===== src/rtl/load_store_unit.sv =====
// rtl/load_store_unit.sv - RV64 load/store unit: one access at a time over a req/ack memory port.
// Stores are lane-shifted with byte strobes; loads are aligned and sign/zero-extended.
module load_store_unit #(
    parameter int REG_WIDTH = 64
) (
    input  logic                 clk,
    input  logic                 rst,
    input  logic                 req_valid,
    output logic                 req_ready,
    input  logic                 req_we,
    input  logic [2:0]           req_funct3,
    input  logic [REG_WIDTH-1:0] req_addr,
    input  logic [REG_WIDTH-1:0] req_wdata,
    output logic                 mem_req,
    output logic                 mem_we,
    output logic [REG_WIDTH-1:0] mem_addr,
    output logic [REG_WIDTH-1:0] mem_wdata,
    output logic [7:0]           mem_wstrb,
    input  logic                 mem_ack,
    input  logic [REG_WIDTH-1:0] mem_rdata,
    output logic                 resp_valid,
    output logic [REG_WIDTH-1:0] resp_data,
    output logic                 resp_err
);
    typedef enum logic [1:0] {S_IDLE, S_MEM, S_RESP} state_t;

    state_t                 state_q, state_d;
    logic                   we_q, we_d;
    logic [2:0]             funct3_q, funct3_d;
    logic [2:0]             offset_q, offset_d;
    logic                   mem_we_q, mem_we_d;
    logic [REG_WIDTH-1:0]   mem_addr_q, mem_addr_d;
    logic [REG_WIDTH-1:0]   mem_wdata_q, mem_wdata_d;
    logic [7:0]             mem_wstrb_q, mem_wstrb_d;
    logic [REG_WIDTH-1:0]   resp_data_q, resp_data_d;
    logic                   resp_err_q, resp_err_d;

    logic [2:0]             align_mask;
    logic [7:0]             byte_mask;
    logic                   legal;
    logic [REG_WIDTH-1:0]   raw;
    logic [REG_WIDTH-1:0]   load_ext;

    always_comb begin
        case (req_funct3[1:0])
            2'd0:    begin align_mask = 3'b000; byte_mask = 8'h01; end
            2'd1:    begin align_mask = 3'b001; byte_mask = 8'h03; end
            2'd2:    begin align_mask = 3'b011; byte_mask = 8'h0F; end
            default: begin align_mask = 3'b111; byte_mask = 8'hFF; end
        endcase
        legal = (req_funct3 != 3'b111) && !(req_we && req_funct3[2])
              && ((req_addr[2:0] & align_mask) == 3'b000);
    end

    // Load data is shifted down by the captured byte offset, then extended by size.
    always_comb begin
        raw = mem_rdata >> {offset_q, 3'b000};
        case (funct3_q)
            3'b000:  load_ext = {{(REG_WIDTH-8){raw[7]}}, raw[7:0]};
            3'b001:  load_ext = {{(REG_WIDTH-16){raw[15]}}, raw[15:0]};
            3'b010:  load_ext = {{(REG_WIDTH-32){raw[31]}}, raw[31:0]};
            3'b100:  load_ext = {{(REG_WIDTH-8){1'b0}}, raw[7:0]};
            3'b101:  load_ext = {{(REG_WIDTH-16){1'b0}}, raw[15:0]};
            3'b110:  load_ext = {{(REG_WIDTH-32){1'b0}}, raw[31:0]};
            default: load_ext = raw;
        endcase
    end

    always_comb begin
        state_d     = state_q;
        we_d        = we_q;
        funct3_d    = funct3_q;
        offset_d    = offset_q;
        mem_we_d    = mem_we_q;
        mem_addr_d  = mem_addr_q;
        mem_wdata_d = mem_wdata_q;
        mem_wstrb_d = mem_wstrb_q;
        resp_data_d = resp_data_q;
        resp_err_d  = resp_err_q;
        case (state_q)
            S_IDLE: begin
                if (req_valid) begin
                    we_d        = req_we;
                    funct3_d    = req_funct3;
                    offset_d    = req_addr[2:0];
                    mem_we_d    = req_we;
                    mem_addr_d  = {req_addr[REG_WIDTH-1:3], 3'b000};
                    mem_wdata_d = req_we ? (req_wdata << {req_addr[2:0], 3'b000}) : '0;
                    mem_wstrb_d = req_we ? (byte_mask << req_addr[2:0]) : 8'h00;
                    if (legal) begin
                        state_d = S_MEM;
                    end else begin
                        state_d     = S_RESP;
                        resp_err_d  = 1'b1;
                        resp_data_d = '0;
                    end
                end
            end
            S_MEM: begin
                if (mem_ack) begin
                    state_d     = S_RESP;
                    resp_err_d  = 1'b0;
                    resp_data_d = we_q ? '0 : load_ext;
                end
            end
            default: state_d = S_IDLE;
        endcase
    end

    always_ff @(posedge clk) begin
        if (rst) begin
            state_q     <= S_IDLE;
            we_q        <= 1'b0;
            funct3_q    <= 3'b000;
            offset_q    <= 3'b000;
            mem_we_q    <= 1'b0;
            mem_addr_q  <= '0;
            mem_wdata_q <= '0;
            mem_wstrb_q <= 8'h00;
            resp_data_q <= '0;
            resp_err_q  <= 1'b0;
        end else begin
            state_q     <= state_d;
            we_q        <= we_d;
            funct3_q    <= funct3_d;
            offset_q    <= offset_d;
            mem_we_q    <= mem_we_d;
            mem_addr_q  <= mem_addr_d;
            mem_wdata_q <= mem_wdata_d;
            mem_wstrb_q <= mem_wstrb_d;
            resp_data_q <= resp_data_d;
            resp_err_q  <= resp_err_d;
        end
    end

    assign req_ready  = (state_q == S_IDLE);
    assign mem_req    = (state_q == S_MEM);
    assign resp_valid = (state_q == S_RESP);
    assign mem_we     = mem_we_q;
    assign mem_addr   = mem_addr_q;
    assign mem_wdata  = mem_wdata_q;
    assign mem_wstrb  = mem_wstrb_q;
    assign resp_data  = resp_data_q;
    assign resp_err   = resp_err_q;
endmodule


===== config.mk =====
export PLATFORM = sky130hd
export DESIGN_NAME = load_store_unit
export DESIGN_NICKNAME = d
export VERILOG_FILES = /design/src/rtl/load_store_unit.sv
export SDC_FILE = /design/constraint.sdc
export NUM_CORES = 1
export LEC_CHECK = 0
export CAP_MARGIN = 30
export CELL_PAD_IN_SITES_DETAIL_PLACEMENT = 1
export CELL_PAD_IN_SITES_GLOBAL_PLACEMENT = 1
export CORE_MARGIN = 2
export CORE_UTILIZATION = 29
export DETAILED_ROUTE_END_ITERATION = 12
export PLACE_DENSITY = 0.82
export SETUP_SLACK_MARGIN = 0.2
export SKIP_LAST_GASP = 1
export SLEW_MARGIN = 20
export SYNTH_ARGS = -nofsm -noshare
export SYNTH_HDL_FRONTEND = slang
export SYNTH_SLANG_ARGS = --single-unit

===== constraint.sdc =====
create_clock -name clk -period 2.05 [get_ports clk]
set_clock_uncertainty 0.15 [all_clocks]
set_input_delay 0.41 -clock clk [delete_from_list [all_inputs] [get_ports clk]]
set_output_delay 0.41 -clock clk [all_outputs]
set_load 0.02 [all_outputs]

==> reports/metrics.cfg <==
[drt]
first_pass_iters = 6
via_per_inst = 5.38
drc = 0
ant_nets = 0
routedWlPerCell_um = 23.3
drt_wl_total_um = 54500
drtIter0Drc = 821
vias = 12600

[sta]
post-route-min-period_ns = 2.23
finalCritPeriodShare_pct = 109
rsz0062_at_grt = true
fmax_mhz = 448
maxSlewHeadroom_pct = 44.6
hold_viol_final = 0
worst_slew_pin_slew_ns = 0.829
fin_ws_ns = -0.180
setup-violations-final = 51
hold_ws_ns = 0.0247
slew_viol_final = 0

[global_route]
grt_max_degree = 123
antenna_found_initial = 7
track_usage_pct = 26.3
grt_pass1_wl_um = 78700
use_met3_pct = 7.26
grt_pass1_vias = 13200
grt.busiest_layer = met2
grt_util_met2_pct = 46.8
grt_overflow = 0
met1_usage_pct = 29.6

[logic_synthesis]
synth_top_family_by_area = compound AO/OA/AOI/OAI gates
synth_compound_area_share_pct = 19.7
synth_xor_area_share_pct = 0
synth_cell_types = 70
avgSynthCellArea_um2 = 8.39
synthTopCellsByArea = dfxtp_1 38%, nand2_1 9.6%, mux2i_1 6.3%
ys_ff_latch = 207
yosys-mux-area-fraction_pct = 17.9
synthAdderAreaFrac_pct = 0
yosysTopAreaCell = dfxtp_1
synth_cells = 1292
yosysTopAreaCellShare_pct = 38.2
async_reset_ff_share_pct = 0
synth_simple_gate_area_share_pct = 18.9
seq_area_frac_synth_pct = 38.2
ys_warn_count = 0
netlist_area_mm2 = 0.0108
synth-edff-count = 0
dominantRegCellSynth = dfxtp_1

[critical_path]
path_buf_inv = 4
crit_chain = buf_8, buf_6, or2_4, or3b_4, a31oi_4, buf_4, o41ai_4, buf_12, o21ai_0
worst_setup_path_start_kind = flip-flop
critical_path.top_delay_family = simple AND/OR/NAND/NOR gates
crit_arrival_ns = 2.53
cp.required_ns = 2.35
crit_fanout = 15
cpPeakStageDelay_ns = 0.39
endpoint_kind = flip-flop
crit_path_top_delay_cell = or3b_4
regToRegSetupSlack_ns = -0.18
path_class = reg2reg

[clock_tree]
root_buffer = clkbuf_16
cts_buffer_depth = 3
cts_buffers = 25
clock_latency_ns = 0.52
clock_sinks = 207
h-tree-depth = 1
clkTransAtPathRegs_ns = 0.06
cts_tree = yes

[floorplanning]
fp.dieW_um = 197
die-area_mm2 = 0.0389
core_area_mm2 = 0.0367
start_util_pct = 29.5
rows = 70
io_pins = 405
die-height_um = 197

[final_layout]
drive_above_1_share_pct = 25.6
syn2layout_area_growth_pct = 68.4
fill_cells = 4206
fin_nets = 2049

[placed_design]
dp_slack_ns = -0.455
io_buffers = 401
globalplace.congestion = 0.922
dp_hpwl_um = 39900

[outcome]
violations = setup timing
status = finished with violations

[power_and_ir_drop]
vdd_ir_drop_max_mv = 0.603
p_leak_nw = 7.90
power_density_mw_per_mm2 = 677

[flow_run]
max_cap_viol_count = 0

[worst_hold_path]
min_path_type = in2reg

-- cell usage after synthesis, types with 2 or more instances --
cell,n
o21ai_0,59
mux4_2,30
inv_1,6
nor2_1,123
nand2b_1,5
and2_1,4
a221oi_1,2
clkbuf_1,72
mux2i_1,68
a21o_1,2
o21ai_1,11
nor4_4,2
o31a_1,7
nand4b_1,2
a221o_1,7
o22ai_1,9
o211ai_1,15
a22oi_1,51
dfxtp_1,207
buf_2,22
a31oi_1,9
nor4_2,2
o21ai_2,10
mux2_2,51
nor2b_1,13
nor3_1,6
a21oi_1,130
buf_4,7
buf_1,7
buf_6,7
o211ai_2,2
nand3_1,21
nand2_1,277
a222oi_1,8
or2_1,2
or3_1,2
-- cell type report --
cell class / instances / area [um2] / area share, %
multi-input combinational: 964 / 6580 / 36.0
tap: 468 / 586 / 3.21
clock inverter: 10 / 156 / 0.857
clock buffer: 34 / 689 / 3.78
timing repair buffer: 643 / 6040 / 33.1
sequential: 207 / 4160 / 22.8
inverter: 8 / 32.5 / 0.178
antenna: 6 / 15.0 / 0.0822
-- worst register-to-register path: cells and delay by family, from the launching register on --
kind	cells	cell delay [ns]
and+or+nand+nor	2	0.63
buffers and inverters	4	0.58
AOI/OAI and AO/OA	3	0.45
DFF	1	0.36
-- what timing repair did --
item,CTS,global route
pin swaps,7,23
endpoints found under the setup margin,272,113
hold buffers,1,0
gates resized for setup,286,107
hold endpoints to repair,1,0
buffers inserted,7,12
cloned,3,2
-- power by group --
part	internal, W	switching [W]	total (W)
Sequential	0.00420	0.000121	0.00432
Clock	0.00285	0.00179	0.00464
Combinational	0.00164	0.00176	0.00340
-- final timing paths --
kind / startpoint / to / cells after the start
max: offset_q[1] / resp_data[48] / 9
min: rst / resp_data[2] / 2
max reg2reg: offset_q[1] / resp_data[48] / 9
min reg2reg: mem_addr[61] / mem_addr[61] / 2
-- sequential cells by signal (all words and copies together), names as in the netlist --
name	count
resp_data	64
mem_we	1
mem_wstrb	8
mem_wdata	64
offset_q	3
state_q	2
mem_addr	61
resp_err	1
funct3_q	3
-- per-stage QoR --
step | cell area [um2] | total power, W | std cells | TNS (ns) | utilization (%)
5_1_grt | 18300 | 0.0128 | 2339 | -6.55 | 49.8
3_5_place_dp | 17000 | 0.00756 | 2265 | -31.83 | 46.2
2_1_floorplan | 11200 | 0.00590 | 1294 | -0.350 | -
3_3_place_gp | 17000 | 0.00748 | 2265 | -27.04 | 46.2
4_1_cts | 17900 | 0.0122 | 2320 | -3.06 | 48.9
6_report | 18300 | 0.0124 | 2340 | -4.73 | 49.8
-- kinds of logic (layout without fill, tap and decap cells) --
| kind of cell | count (synthesis) | in the layout |
|---|---|---|
| other | 1 | 9 |
| AOI/OAI and AO/OA | 336 | 336 |
| muxes | 150 | 150 |
| buffers and inverters | 123 | 695 |
| and+or+nand+nor | 475 | 475 |
| DFF | 207 | 207 |
-- layout by cell type (no fill, tap or decap), types with 8 or more instances in the layout --
cell type / Yosys / final
nand2_1: 277 / 276
buf_4: 7 / 204
dfxtp_1: 207 / 203
clkdlybuf4s50_1: 0 / 196
dlygate4sd2_1: 0 / 149
a21oi_1: 130 / 128
nor2_1: 123 / 114
mux2i_1: 68 / 52
a22oi_1: 51 / 51
o21ai_0: 59 / 42
clkdlybuf4s15_1: 0 / 33
mux2_2: 51 / 30
mux4_2: 30 / 30
o21ai_2: 10 / 29
clkbuf_16: 0 / 27
buf_12: 0 / 23
mux2_4: 0 / 21
nand3_1: 21 / 21
o211ai_1: 15 / 15
clkbuf_2: 0 / 12
nor2b_1: 13 / 11
o21ai_1: 11 / 9
mux2i_4: 0 / 9
buf_6: 7 / 9
nor2_2: 0 / 8
o22ai_1: 9 / 8
a31oi_1: 9 / 8
a222oi_1: 8 / 8
-- metal layers --
layer  routed length (um)  up-vias
met3                 4830      143
met2                27400      627
met4                 2290        2
li1                     -     5682
met5                   13        -
met1                19900     6129
(Power assumes the default switching activity.)
